--- config.mk ---
export PLATFORM = sky130hd
export DESIGN_NAME = mul_controller
export DESIGN_NICKNAME = d
export VERILOG_FILES = /design/src/rtl/mul_ctrl_pkg.sv /design/src/rtl/mul_controller_counter.sv /design/src/rtl/mul_controller.sv
export SDC_FILE = /design/constraint.sdc
export NUM_CORES = 1
export LEC_CHECK = 0
export ABC_CLOCK_PERIOD_IN_PS = 2100
export CAP_MARGIN = 15
export CELL_PAD_IN_SITES_DETAIL_PLACEMENT = 1
export CELL_PAD_IN_SITES_GLOBAL_PLACEMENT = 1
export CORE_UTILIZATION = 39
export CTS_CLUSTER_SIZE = 24
export DETAILED_ROUTE_END_ITERATION = 8
export PLACE_DENSITY = 0.78
export REMOVE_ABC_BUFFERS = 1
export SYNTH_ARGS = -nofsm -noshare
export SYNTH_HDL_FRONTEND = slang
export SYNTH_HIERARCHICAL = 1
export SYNTH_SLANG_ARGS = --single-unit
export TNS_END_PERCENT = 1
--- constraint.sdc ---
create_clock -name Clock -period 2.1 [get_ports Clock]
set_input_delay 0.42 -clock Clock [delete_from_list [all_inputs] [get_ports Clock]]
set_output_delay 0.42 -clock Clock [all_outputs]
set_load 0.05 [all_outputs]
--- src/rtl/mul_ctrl_pkg.sv ---
// Shared definitions for the shift-add multiplier controller: the state
// encoding, the datapath select encodings, the default operand width and a
// helper that decodes the Moore outputs of each state.
package mul_ctrl_pkg;

  // Default multiplier operand width (number of add/shift iterations)
  localparam int MUL_WIDTH = 32;

  // Controller states, kept in a 2-bit register
  typedef enum logic [1:0] {
    IDLE = 2'd0,
    LOAD = 2'd1,
    RUN  = 2'd2,
    DONE = 2'd3
  } mul_state_e;

  // Operand / product register source selects
  localparam logic SEL_LOAD = 1'b1;
  localparam logic SEL_PATH = 1'b0;

  // Product update select: take the adder output or hold
  localparam logic ADD_ON   = 1'b0;
  localparam logic ADD_HOLD = 1'b1;

  // Bundle of state-decoded controller outputs
  typedef struct packed {
    logic busy;
    logic done;
    logic a_sel;
    logic b_sel;
    logic prod_sel;
    logic add_sel;
  } ctrl_out_t;

  // Width of an iteration counter able to hold 0..w-1 (at least one bit)
  function automatic int cnt_width(input int w);
    return (w > 1) ? $clog2(w) : 1;
  endfunction

  // Moore output decode for a given state; add_sel in RUN is overridden
  // combinationally by the controller from the B register LSB
  function automatic ctrl_out_t decode_state(input mul_state_e s);
    ctrl_out_t o;
    o.busy     = 1'b0;
    o.done     = 1'b0;
    o.a_sel    = SEL_LOAD;
    o.b_sel    = SEL_LOAD;
    o.prod_sel = SEL_PATH;
    o.add_sel  = ADD_HOLD;
    case (s)
      LOAD: begin
        o.busy     = 1'b1;
        o.prod_sel = SEL_LOAD;
      end
      RUN: begin
        o.busy  = 1'b1;
        o.a_sel = SEL_PATH;
        o.b_sel = SEL_PATH;
      end
      DONE: begin
        o.done = 1'b1;
      end
      default: begin
      end
    endcase
    return o;
  endfunction

endpackage

--- src/rtl/mul_controller_counter.sv ---
// Iteration counter for the multiplier controller. Counts RUN cycles with a
// synchronous clear and an enable, and flags the last iteration (WIDTH-1).
module mul_iter_counter
  import mul_ctrl_pkg::*;
#(
  parameter int WIDTH = MUL_WIDTH,
  parameter int CNT_W = cnt_width(WIDTH)
) (
  input  logic clk_i,
  input  logic rst_ni,
  input  logic clear_i,
  input  logic enable_i,
  output logic terminal_o
);

  logic [CNT_W-1:0] cnt_q;
  logic [CNT_W-1:0] cnt_d;

  // Next count: clear has priority over the increment
  always_comb begin
    cnt_d = cnt_q;
    if (clear_i) begin
      cnt_d = '0;
    end else if (enable_i) begin
      cnt_d = cnt_q + 1'b1;
    end
  end

  // Count register, zeroed by the asynchronous reset
  always_ff @(posedge clk_i or negedge rst_ni) begin
    if (!rst_ni) begin
      cnt_q <= '0;
    end else begin
      cnt_q <= cnt_d;
    end
  end

  assign terminal_o = (cnt_q == CNT_W'(WIDTH - 1));

endmodule

--- src/rtl/mul_controller.sv ---
// Sequencing FSM for the shift-add multiplier datapath: IDLE -> LOAD -> RUN
// (WIDTH iterations) -> DONE. All datapath selects and the Shift_Enable toggle
// strobe come from here. Optional build macro MUL_ABORT_EN adds an Abort input
// that returns LOAD/RUN to IDLE without a Done pulse.
module mul_controller
  import mul_ctrl_pkg::*;
#(
  parameter int WIDTH = MUL_WIDTH
) (
  input  logic Clock,
  input  logic Reset,
  input  logic Start,
  input  logic oB_LSB,
`ifdef MUL_ABORT_EN
  input  logic Abort,
`endif
  output logic Busy,
  output logic Done,
  output logic a_sel,
  output logic b_sel,
  output logic prod_sel,
  output logic add_sel,
  output logic Shift_Enable
);

  localparam int CNT_W = cnt_width(WIDTH);

  mul_state_e state_q;
  mul_state_e state_d;
  ctrl_out_t  out_q;
  logic       shift_en_q;
  logic       cnt_last;
  logic       cnt_clear;
  logic       cnt_enable;
  logic       abort_req;

`ifdef MUL_ABORT_EN
  assign abort_req = Abort && ((state_q == LOAD) || (state_q == RUN));
`else
  assign abort_req = 1'b0;
`endif

  // Counter is zeroed while loading and advances once per RUN cycle; it
  // stops at the terminal value so it never wraps inside an operation
  assign cnt_clear  = (state_q == LOAD);
  assign cnt_enable = (state_q == RUN) && !cnt_last;

  mul_iter_counter #(
    .WIDTH (WIDTH),
    .CNT_W (CNT_W)
  ) u_iter_counter (
    .clk_i      (Clock),
    .rst_ni     (Reset),
    .clear_i    (cnt_clear),
    .enable_i   (cnt_enable),
    .terminal_o (cnt_last)
  );

  // Next-state selection; Start only matters in IDLE, abort wins in LOAD/RUN
  always_comb begin
    state_d = state_q;
    case (state_q)
      IDLE: if (Start) state_d = LOAD;
      LOAD: state_d = RUN;
      RUN:  if (cnt_last) state_d = DONE;
      DONE: state_d = IDLE;
      default: state_d = IDLE;
    endcase
    if (abort_req) begin
      state_d = IDLE;
    end
  end

  // State, registered Moore outputs and the Shift_Enable toggle strobe
  always_ff @(posedge Clock or negedge Reset) begin
    if (!Reset) begin
      state_q    <= IDLE;
      out_q      <= decode_state(IDLE);
      shift_en_q <= 1'b0;
    end else begin
      state_q <= state_d;
      out_q   <= decode_state(state_d);
      if (state_q == RUN) begin
        shift_en_q <= ~shift_en_q;
      end
    end
  end

  assign Busy         = out_q.busy;
  assign Done         = out_q.done;
  assign a_sel        = out_q.a_sel;
  assign b_sel        = out_q.b_sel;
  assign prod_sel     = out_q.prod_sel;
  assign add_sel      = (state_q == RUN) ? ~oB_LSB : out_q.add_sel;
  assign Shift_Enable = shift_en_q;

endmodule

==> impl_metrics.ini <==
[die]
coreArea_mm2 = 0.00138
num_rows = 13
die_w_um = 41.5
die_h_um = 41.5
start_util_pct = 44.0
die-area_mm2 = 0.00172
io_pins = 11

[setup_path]
critPathMaxFanout = 2
crit_type = flip-flop to primary output
worstSetupStartpointType = flip-flop
critPathBufInv = 1
critPathTopFamily = buffers and inverters
worstSetupEndpointType = primary output
crit_slowest_cell = clkdlybuf4s50_1
reg2reg_depth = 6
max_stage_delay_ns = 0.79
crit_chain = clkdlybuf4s50_1
cp_num_cells = 1
cp.required_ns = 1.68
worst_ep_arrival_time_ns = 1.58

[grt]
antenna_found_initial = 0
track_usage_pct = 13.7
grt_max_degree = 13
grt_pass1_wl_um = 1730
grt_pass1_vias = 366
grt_overflow_total = 0

[timing]
worst_slew_pin_slew_ns = 0.538
skew_ns = 0.0133
timing.final.ws_setup_ns = 0.103
slew_headroom_pct = 64.0
hold_viol_final = 0
min_period_ns = 2.00
fin_tns_setup_ns = 0
setup_violations = 0
fin_crit_sh_pct = 95.1
slew_violations = 0
fmax_mhz = 501
rsz0062_at_grt = no

[place]
postPlaceCellArea_um2 = 726
portBuffers = 10
pre_cts_ws_ns = 0.179
gp_congestion = 0.732

[yosys]
yosysSeqAreaShare_pct = 49.6
synthDistinctLibCells = 20
async_reset_ff_share_pct = 100
synth.avg_cell_area_um2 = 12.9
synth_commonest_cells = 11 x dfrtp_1, 8 x ha_1, 4 x inv_1, 4 x nor2_1
synth_flop_cell = dfrtp_1
synth_most_common_cell = dfrtp_1
yosysWarnings = 6
syn_inst = 47
synth_area_leader_cell = dfrtp_1
syn_area_um2 = 608
synth-seq-cells = 12
synth.area.top_cells = dfrtp_1 45%, ha_1 16%, mux2_4 4.9%, dfstp_2 4.3%, nand4_4 3.5%
synth_edf_count = 0
netlist.area_leader.share_pct = 45.3

[outcome]
status = completed

[drt]
drt_iter0_drc = 4
drc = 0
dr.pass1.iters = 3
via_count = 364
wl_per_cell_um = 14.0
wirelength_um = 1050
viasPerCell = 4.85
final_antenna_net_count = 0

[flow_run]
max_cap_viol_count = 0

[clocking]
cts_resized = 0
cts_tree = built
path_clk_slew_ns = 0.06
numCtsBuffers = 3
cts_hold_buf = 0
htree_levels = 1
clk_latency_ns = 0.27
cts_sinks = 12
clk_path_buf_depth = 2
postCtsSetupBuffers = 0
cts_root_buf = clkbuf_4

[worst_hold_path]
holdPathStages = 1
hold_path_class = flip-flop to flip-flop

[cells_and_area]
insertedDiodeCount = 0
drive_gt1_share_pct = 15.0
final_cell_area_um2 = 752
area_growth_pct = 23.7
fin_util_pct = 54.4
nets = 73
path summary, 6_finish.rpt:
path                                                     start                                   to  slack (ns)
hold / removal                        Shift_Enable$_DFFE_PN0N_             Shift_Enable$_DFFE_PN0N_        0.46
hold reg to reg                       Shift_Enable$_DFFE_PN0N_             Shift_Enable$_DFFE_PN0N_        0.46
setup / recovery                               a_sel$_DFF_PN1_                                b_sel        0.10
max in group asynchronous                                Reset                      a_sel$_DFF_PN1_        1.22
setup reg to reg           u_iter_counter/cnt_q[0]$_DFFE_PN0P_                       Busy$_DFF_PN0_        0.15
min in group asynchronous                                Reset  u_iter_counter/cnt_q[3]$_DFFE_PN0P_        0.50
cell type report:
class / instances / area [µm²]
fill: 143 / 631
clock buffer: 4 / 26.3
multi-input combinational: 29 / 273
sequential: 12 / 302
inverter: 4 / 15.0
tap: 15 / 18.8
timing repair buffer: 11 / 118
kinds of logic after synthesis:
kind of cell | share of synthesized area (%)
xor gates and xnor gates | 2.88
DFF | 49.6
buffers and inverters | 5.56
and+or+nand+nor | 10.9
AOI/OAI and AO/OA | 6.38
adders and majority gates | 16.5
muxes | 8.23
through the flow:
stage	hold slack, ns	std cells
6_report	0.463	75
4_1_cts	0.471	75
2_1_floorplan	0.124	45
5_1_grt	0.480	75
3_5_place_dp	0.458	71
3_3_place_gp	0.455	71
sequential cells by signal, summed over array words and instances, names as in the netlist:
name,flops
u_iter_counter/cnt_q,5
state_q,2
Busy,1
Done,1
Shift_Enable,1
a_sel,1
prod_sel,1
per-layer routing:
layer	global-route usage, %	share of wire, %
met5	0	0
met4	5.81	0
met3	3.91	2.8
met2	19.4	43
met1	19.6	54
placed cells by master (no fill, tap or decap):
cell type,instances
a21bo_1,1
a21oi_1,1
and3_1,1
buf_12,1
buf_4,1
clkbuf_1,1
clkbuf_4,3
clkdlybuf4s50_1,9
dfrtp_1,11
dfstp_2,1
ha_1,8
inv_1,4
mux2_4,2
mux2i_1,2
nand2_1,1
nand3b_1,1
nand4_4,1
nor2_1,4
nor2b_1,2
o22a_1,2
o22ai_1,1
xnor2_1,1
xor2_1,1
Power is not shown: default switching activity piles up to over one toggle a cycle in this logic, so the estimate is an artifact.
